`src/rtl/silly_kernel_core.sv`:
```
`default_nettype none
// +--------------------------------------------------------------------------+
// | silly_kernel_core: single-cycle 8-bit core running a fixed ROM program    |
// | that doubles the switch value and shows it on two 7-segment digits.       |
// | Revision: 1.0                                                             |
// +--------------------------------------------------------------------------+
module silly_kernel_core (
    input  logic       clk_i,
    input  logic       reset,
    input  logic [9:0] SW_i,
    output logic [6:0] HEX_1_o,
    output logic [6:0] HEX_2_o
);

    localparam logic [2:0] C_OP_LDI = 3'd0;
    localparam logic [2:0] C_OP_IN  = 3'd1;
    localparam logic [2:0] C_OP_ADD = 3'd2;
    localparam logic [2:0] C_OP_SUB = 3'd3;
    localparam logic [2:0] C_OP_AND = 3'd4;
    localparam logic [2:0] C_OP_BEQ = 3'd5;
    localparam logic [2:0] C_OP_OUT = 3'd6;
    localparam logic [2:0] C_OP_JMP = 3'd7;

    localparam logic [15:0] C_I_IN_R1  = 16'h2400; // IN  r1
    localparam logic [15:0] C_I_ADD    = 16'h4890; // ADD r2,r1,r1
    localparam logic [15:0] C_I_OUT_R2 = 16'hC100; // OUT r2
    localparam logic [15:0] C_I_JMP0   = 16'hE000; // JMP 0

    logic [4:0]  pc_q, pc_d;
    logic [7:0]  regs_q [8];
    logic [7:0]  regs_d [8];
    logic [7:0]  disp_q, disp_d;

    logic [15:0] instr;
    logic [2:0]  op, rd, rs1, rs2;
    logic [7:0]  imm8, rs1_val, rs2_val, wr_data;
    logic [4:0]  target;
    logic        wr_en;
    logic        unused_sw;

    assign unused_sw = ^SW_i[9:8];

    always_comb begin
        instr = C_I_JMP0;
        case (pc_q)
            5'd0:    instr = C_I_IN_R1;
            5'd1:    instr = C_I_ADD;
            5'd2:    instr = C_I_OUT_R2;
            default: instr = C_I_JMP0;
        endcase
    end

    assign op      = instr[15:13];
    assign rd      = instr[12:10];
    assign rs1     = instr[9:7];
    assign rs2     = instr[6:4];
    assign imm8    = instr[7:0];
    assign target  = instr[4:0];
    // r0 is held at zero by reset and never written, so it reads as zero.
    assign rs1_val = regs_q[rs1];
    assign rs2_val = regs_q[rs2];

    always_comb begin
        pc_d    = pc_q + 5'd1;
        regs_d  = regs_q;
        disp_d  = disp_q;
        wr_en   = 1'b0;
        wr_data = 8'd0;
        case (op)
            C_OP_LDI: begin wr_en = 1'b1; wr_data = imm8;              end
            C_OP_IN:  begin wr_en = 1'b1; wr_data = SW_i[7:0];         end
            C_OP_ADD: begin wr_en = 1'b1; wr_data = rs1_val + rs2_val; end
            C_OP_SUB: begin wr_en = 1'b1; wr_data = rs1_val - rs2_val; end
            C_OP_AND: begin wr_en = 1'b1; wr_data = rs1_val & rs2_val; end
            C_OP_BEQ: if (rs1_val == rs2_val) pc_d = target;
            C_OP_OUT: disp_d = rs1_val;
            C_OP_JMP: pc_d = target;
            default:  pc_d = pc_q + 5'd1;
        endcase
        if (wr_en && (rd != 3'd0)) begin
            regs_d[rd] = wr_data;
        end
    end

    always_ff @(posedge clk_i or posedge reset) begin
        if (reset) begin
            pc_q   <= 5'd0;
            regs_q <= '{default: 8'd0};
            disp_q <= 8'd0;
        end else begin
            pc_q   <= pc_d;
            regs_q <= regs_d;
            disp_q <= disp_d;
        end
    end

    function automatic logic [6:0] seg7(input logic [3:0] n);
        logic [6:0] s;
        s = 7'b1000000;
        case (n)
            4'h0: s = 7'b1000000;
            4'h1: s = 7'b1111001;
            4'h2: s = 7'b0100100;
            4'h3: s = 7'b0110000;
            4'h4: s = 7'b0011001;
            4'h5: s = 7'b0010010;
            4'h6: s = 7'b0000010;
            4'h7: s = 7'b1111000;
            4'h8: s = 7'b0000000;
            4'h9: s = 7'b0010000;
            4'hA: s = 7'b0001000;
            4'hB: s = 7'b0000011;
            4'hC: s = 7'b1000110;
            4'hD: s = 7'b0100001;
            4'hE: s = 7'b0000110;
            4'hF: s = 7'b0001110;
            default: s = 7'b1000000;
        endcase
        return s;
    endfunction

    assign HEX_1_o = seg7(disp_q[3:0]);
    assign HEX_2_o = seg7(disp_q[7:4]);

endmodule
`default_nettype wire

```
`config.mk`:
```
export PLATFORM = sky130hd
export DESIGN_NAME = silly_kernel_core
export DESIGN_NICKNAME = d
export VERILOG_FILES = /design/src/rtl/silly_kernel_core.sv
export SDC_FILE = /design/constraint.sdc
export NUM_CORES = 1
export LEC_CHECK = 0
export BUFFER_PORTS_ARGS = -buffer_cell sky130_fd_sc_hd__buf_2
export CELL_PAD_IN_SITES_DETAIL_PLACEMENT = 1
export CELL_PAD_IN_SITES_GLOBAL_PLACEMENT = 2
export CORE_MARGIN = 2
export CORE_UTILIZATION = 37
export DETAILED_ROUTE_END_ITERATION = 10
export PLACE_DENSITY_LB_ADDON = 0.3
export SLEW_MARGIN = 20
export SYNTH_ARGS = -nofsm -noshare
export SYNTH_HDL_FRONTEND = slang
export SYNTH_SLANG_ARGS = --single-unit
```
`constraint.sdc`:
```
create_clock -name clk_i -period 4.67 [get_ports clk_i]
set_clock_uncertainty 0.15 [all_clocks]
set_input_delay 0.2335 -clock clk_i [delete_from_list [all_inputs] [get_ports clk_i]]
set_output_delay 0.2335 -clock clk_i [all_outputs]
set_load 0.05 [all_outputs]
```
## Word level (Yosys, flattened, before mapping)

Memories as Yosys holds them, arrays and structs flattened.
Cells that the tools add are included.

- Reduce and logical (&&, ||, !) cells: 6
- Shift-type cells: 0
- Equality and inequality tests: 10
- Div/mod/pow operators: 0
- Bitwise gates (word level): 4
- Magnitude comparators: 4
- Multipliers: 0
- Muxes and demuxes: 14
- Add/sub/neg operators: 3

Operator list:

| operator | count |
|---|---|
| 64-bit bitwise mux | 1 |
| 8-bit binary-select mux with 3-bit select | 2 |
| 16-bit case mux with 3 select lines | 1 |
| 8-bit two-way mux | 5 |
| 8-bit case mux with 5 select lines | 1 |
| 8-bit demux with 3-bit select | 1 |
| 3-bit equality test, second input constant | 4 |
| 4-bit >= comparator, second input constant | 3 |
| 3-bit NOT with 4-bit output | 3 |
| 5-bit case mux with 2 select lines | 1 |
| 8-bit adder | 1 |
| 8-bit AND | 1 |
| 8-bit equality test | 1 |
| 8-bit subtractor | 1 |
| 3-bit by 2-bit equality test with 1-bit output, second input constant | 2 |
| 5-bit by 1-bit adder with 5-bit output, second input constant | 1 |
| 5-bit by 1-bit equality test with 1-bit output, second input constant | 1 |
| 5-bit by 2-bit equality test with 1-bit output, second input constant | 1 |
| 5-bit zero test | 1 |
| 5-bit two-way mux | 1 |
| 5-bit OR reduction | 1 |
| 4-bit by 1-bit less-than comparator with 1-bit output, second input constant | 1 |
| 3-bit by 1-bit equality test with 1-bit output, second input constant | 1 |
| 3-bit zero test | 1 |
| other kinds (3) | 4 |

- Register bits after elaboration: 77
- Bits in writable memories: 0
- Bits in read-only memories: 224
- Bits in latches: 0
- Memories: 2
- Logic and storage cells: 53
- Bits of input ports: 12
- Output and inout bits: 14

Memory list:

| name | words | bits a word | read ports | clocked after Yosys merged registers in | wr ports | line | RTL |
|---|---|---|---|---|---|---|---|
| (name not given) | 16 | 7 | 1 | 0 | 0 | 100 | `case (n)` |
| (name not given) | 16 | 7 | 1 | 0 | 0 | 100 |  |

## Logic depth before layout (Yosys ltp)

- Word-level depth: 9
- Depth in mapped cells: 19

## Least setup slack after synthesis

Ideal clock, no wire load.

- Kind: register to register
- From: register pc_q[1]
- To: register regs_q[45] (netlist bit)
- Cell stages (with the launch flop): 19
- Arrival time: 3.810 ns
- Slack: 0.586 ns
- Required time: 4.395 ns
- Buffers on the path: 4
- Path through: dfrtp_1 inv_1 ha_1 nor4b_1 buf_2 nor2_1 ha_1 clkbuf_1 nor2_1 buf_4 mux2i_1 ha_1 buf_2 nand3_1 a21oi_1 a311o_1 a221oi_1 o21ai_0 mux2_2

- Cells in the longest elaborated chain, start to end: 9
- Elaborated cells on any way between the ends: 32

Ends and longest elaborated chain:

| what | line | RTL |
|---|---|---|
| from (decl) | 29 | `logic [4:0] pc_q, pc_d;` |
| from (signal assigned) | 91 | `pc_q <= pc_d;` |
| 5-bit by 2-bit equality test with 1-bit output, or another cell as far along | 45 | `case (pc_q)` |
| 16-bit case mux with 3 select lines * | 45 |  |
| 3-bit NOT with 4-bit output (implied by the code) * | 60 | `assign rs1_val = regs_q[rs1];` |
| 8-bit binary-select mux with 3-bit select * | 60 |  |
| 8-bit two-way mux (implied by the code) * (2 in series) | 60 |  |
| via rs1_val[3] | 36 | `logic [7:0] imm8, rs1_val, rs2_val, wr_data;` |
| 8-bit subtractor or 8-bit adder (tied branches) | 73, 72 |  |
| 8-bit case mux with 5 select lines * | 69 | `case (op)` |
| 64-bit bitwise mux * | 81 | `regs_d[rd] = wr_data;` |
| to (signal assigned) | 92 | `regs_q <= regs_d;` |
| to (decl) | 30 | `logic [7:0] regs_q [8];` |

Mark *: on every way through the listed nets, which the timed path passes. The rest lies on a longest branch. The select of a mux whose other input is x is not followed.
A chain may end at the register's enable or synchronous reset.

## Final worst setup path

- From: register pc_q[0]
- To: register regs_q[39] (netlist bit)

Same word-level chain as after synthesis.

==> metrics.yaml <==
status: "complete, but fails checks"
violations: "negative hold slack"
numCtsBuffers: 5
syn_area_um2: 3567
antenna-diode-count: 0
cp.depth: 15
fin_nets: 430
area_growth_pct: 9.365
max_slew_margin: 0.3698
fmax_ghz: 0.2330
start_util: 0.3842
rsz0062_at_grt: "no"
h-tree-depth: 2
synth.top_cell.area_share: 0.3157
critPathRequiredTime_ns: 4.77
antenna_left: 0
whs_ns: -0.03077
crit_end: "regs_q[39]$_DFFE_PP0P_"
r2r_slack_ns: 0.38
yosys-top-cells-area: "dfrtp_1, ha_1, mux2_2"
grt_pass1_wl_um: 14480
leakage_nw: 1.914
grt_pass1_vias: 2710
crit_chain: "inv_1, ha_1, nor4b_4, nor2_1, ha_1, nor2_1, buf_4, mux2i_1, ha_1, a21o_1, a21oi_1, a2bb2oi_1, a311oi_1, a32oi_1, mux2_2"
clock_latency_ns: 0.30
dieWidth_um: 102.2
drive_above_1_share: 0.2126
seq_area_frac_synth: 0.3157
timing.final.crit_share: 0.9189
antenna_found_initial: 0
syn_nets: 416
place.detailed.hpwl_um: 6700
cpPeakStageDelay_ns: 0.44
drt_wl_total_um: 8795
yosysWarnings: 0
cp.arrival_ns: 4.39
die_area_um2: 10440
reg2reg_to: "regs_q[39]$_DFFE_PP0P_"
cts_buffer_depth: 2
async_flop_share: 1.000
cts_tree: "yes"
synth_area_per_cell_um2: 9.746
cp-startpoint: "pc_q[0]$_DFF_PP0_"
routedWlPerCell_um: 17.25
rows: 35
cp-end-kind: "flip-flop"
min_period_ns: 4.291
grt_max_degree: 46
grt_overflow: 0
viasPerCell: 5.388
root_buffer: "clkbuf_8"
drt_iter0_markers: 116
fin_tns_setup_ns: 0
final-setup-viol-count: 0
drc: 0
maxSlewViolCount: 0
design.core.area_um2: 9284
vias: 2748
synth-main-ff-cell: "dfrtp_1"
path_delay_family: "compound AO/OA/AOI/OAI gates"
synth_cells: 366
synth-edff-count: 0
cp_slowest_cell: "dfrtp_1"
drv_cap: 0
path_buf_inv: 2
grtUsageTotal: 0.1802
hold_viol: 23
fillers: 1097
vdd_ir_drop_max_mv: 0.1050
die_y_um: 102.2
powerDensity_nw_per_um2: 283.4
synth_cell_types: 57
synth_top_cell_by_area: "dfrtp_1"
p_total_mw: 1.106
postCtsSetupBuffers: 0
worst_pin_slew_ns: 0.9453
dr.pass1.iters: 4
ys_seq_elements: 45
gp_congestion: 0.8068
cp_max_fo: 8
path_common_cell: "ha_1"
critPathKind: "reg2reg"
hp-class: "in2async"
worstReg2RegStart: "pc_q[0]$_DFF_PP0_"
postLayoutCoreUtil: 0.4202
critPathLaunchType: "flip-flop"
port_buffers: 23
io_pins: 26
reg2regPathDepth: 15
cts.sinks: 45
clkTransAtPathRegs_ns: 0.09
==> cells by family after synthesis <==
| kind of cell | synth area share |
|---|---|
| AOI/OAI and AO/OA | 0.1536 |
| xor gates and xnor gates | 0.01228 |
| muxes | 0.1810 |
| buffers and inverters | 0.06699 |
| adders and majority gates | 0.1375 |
| DFF | 0.3157 |
| and+or+nand+nor | 0.1329 |
==> cell type report <==
class                           instances  area, um2  area share
Clock buffer                            6      82.58     0.02117
Clock inverter                          2      13.76    0.003528
Inverter                               35      131.4     0.03368
Multi-Input combinational cell        264       2213      0.5674
Sequential cell                        45       1126      0.2886
Tap cell                              129      161.4     0.04137
Timing Repair Buffer                   29      172.7     0.04426
==> worst min path at each step <==
stage                                start                      to  cells past startpoint
CTS                                  reset  regs_q[62]$_DFFE_PP0P_                      2
finish                               reset  regs_q[58]$_DFFE_PP0P_                      2
floorplan           regs_q[56]$_DFFE_PP0P_  regs_q[56]$_DFFE_PP0P_                      1
detailed placement  regs_q[63]$_DFFE_PP0P_  regs_q[63]$_DFFE_PP0P_                      0
global route                         reset  regs_q[62]$_DFFE_PP0P_                      2
global placement    regs_q[56]$_DFFE_PP0P_  regs_q[56]$_DFFE_PP0P_                      0
==> cell usage after synthesis (3+ instances only) <==
cell,count
o21ai_0,14
nor2_1,21
nand3_1,8
mux2i_1,24
mux2_2,32
nor3_1,6
buf_4,3
buf_2,5
a211oi_1,4
nand2b_1,8
dfrtp_1,45
o211ai_1,3
o22ai_1,6
nand2_1,14
or2_2,3
a21oi_1,13
o31ai_1,5
clkbuf_1,13
nor2b_1,7
a221o_1,3
ha_1,36
inv_1,35
xnor2_1,3
a22o_1,4
o21a_1,3
or3_1,4
o221ai_1,3
==> per-stage QoR <==
| step | instances | setup WS [ns] | cell area, um2 |
|---|---|---|---|
| floorplan | 366 | 0.5858 | 3567 |
| global placement | 502 | 0.4208 | 3800 |
| detailed placement | 502 | 0.2918 | 3800 |
| CTS | 510 | 0.2746 | 3896 |
| global route | 510 | 0.01937 | 3901 |
| finish | 510 | 0.3789 | 3901 |
==> sequential cells by signal, indices dropped and copies added (netlist names) <==
signal and flops:
disp_q 8, pc_q 5, regs_q 32
==> power by group <==
group	switching (mW)	internal [mW]	leakage, nW
Combinational	0.261	0.137	1.33
Sequential	0.0337	0.415	0.536
Clock	0.139	0.120	0.0512
==> per-layer routing <==
| metal | global-route usage | part of all wire | vias up |
|---|---|---|---|
| met4 | 0.03692 | 0.0089 | 0 |
| met1 | 0.2534 | 0.49 | 1363 |
| met5 | 0 | 0 | - |
| met3 | 0.02326 | 0.022 | 5 |
| met2 | 0.2991 | 0.47 | 42 |
| li1 | - | - | 1338 |
==> cell usage in the layout (no fill, tap or decap), types with 3 or more instances in the layout <==
cell / synthesis / layout
a22o_1: 4 / 4
a221o_1: 3 / 3
clkbuf_8: 0 / 6
mux2i_1: 24 / 24
dfrtp_1: 45 / 45
nand2b_1: 8 / 8
o31ai_1: 5 / 5
inv_1: 35 / 34
buf_2: 5 / 23
or2_2: 3 / 3
a211oi_1: 4 / 3
mux2_2: 32 / 32
nand2_1: 14 / 14
nand3_1: 8 / 8
o21a_1: 3 / 3
ha_1: 36 / 36
o21ai_0: 14 / 14
a21oi_1: 13 / 13
or3_1: 4 / 4
o22ai_1: 6 / 6
buf_4: 3 / 5
o221ai_1: 3 / 3
nor2b_1: 7 / 7
nor3_1: 6 / 6
xnor2_1: 3 / 3
nor2_1: 21 / 21
o211ai_1: 3 / 3
==> timing repair <==
item | 4_1_cts | 5_1_grt
hold buffers | 0 | 0
gates resized for setup | 0 | 1
endpoints found under the setup margin | 0 | 6
(Power assumes the default switching activity.)
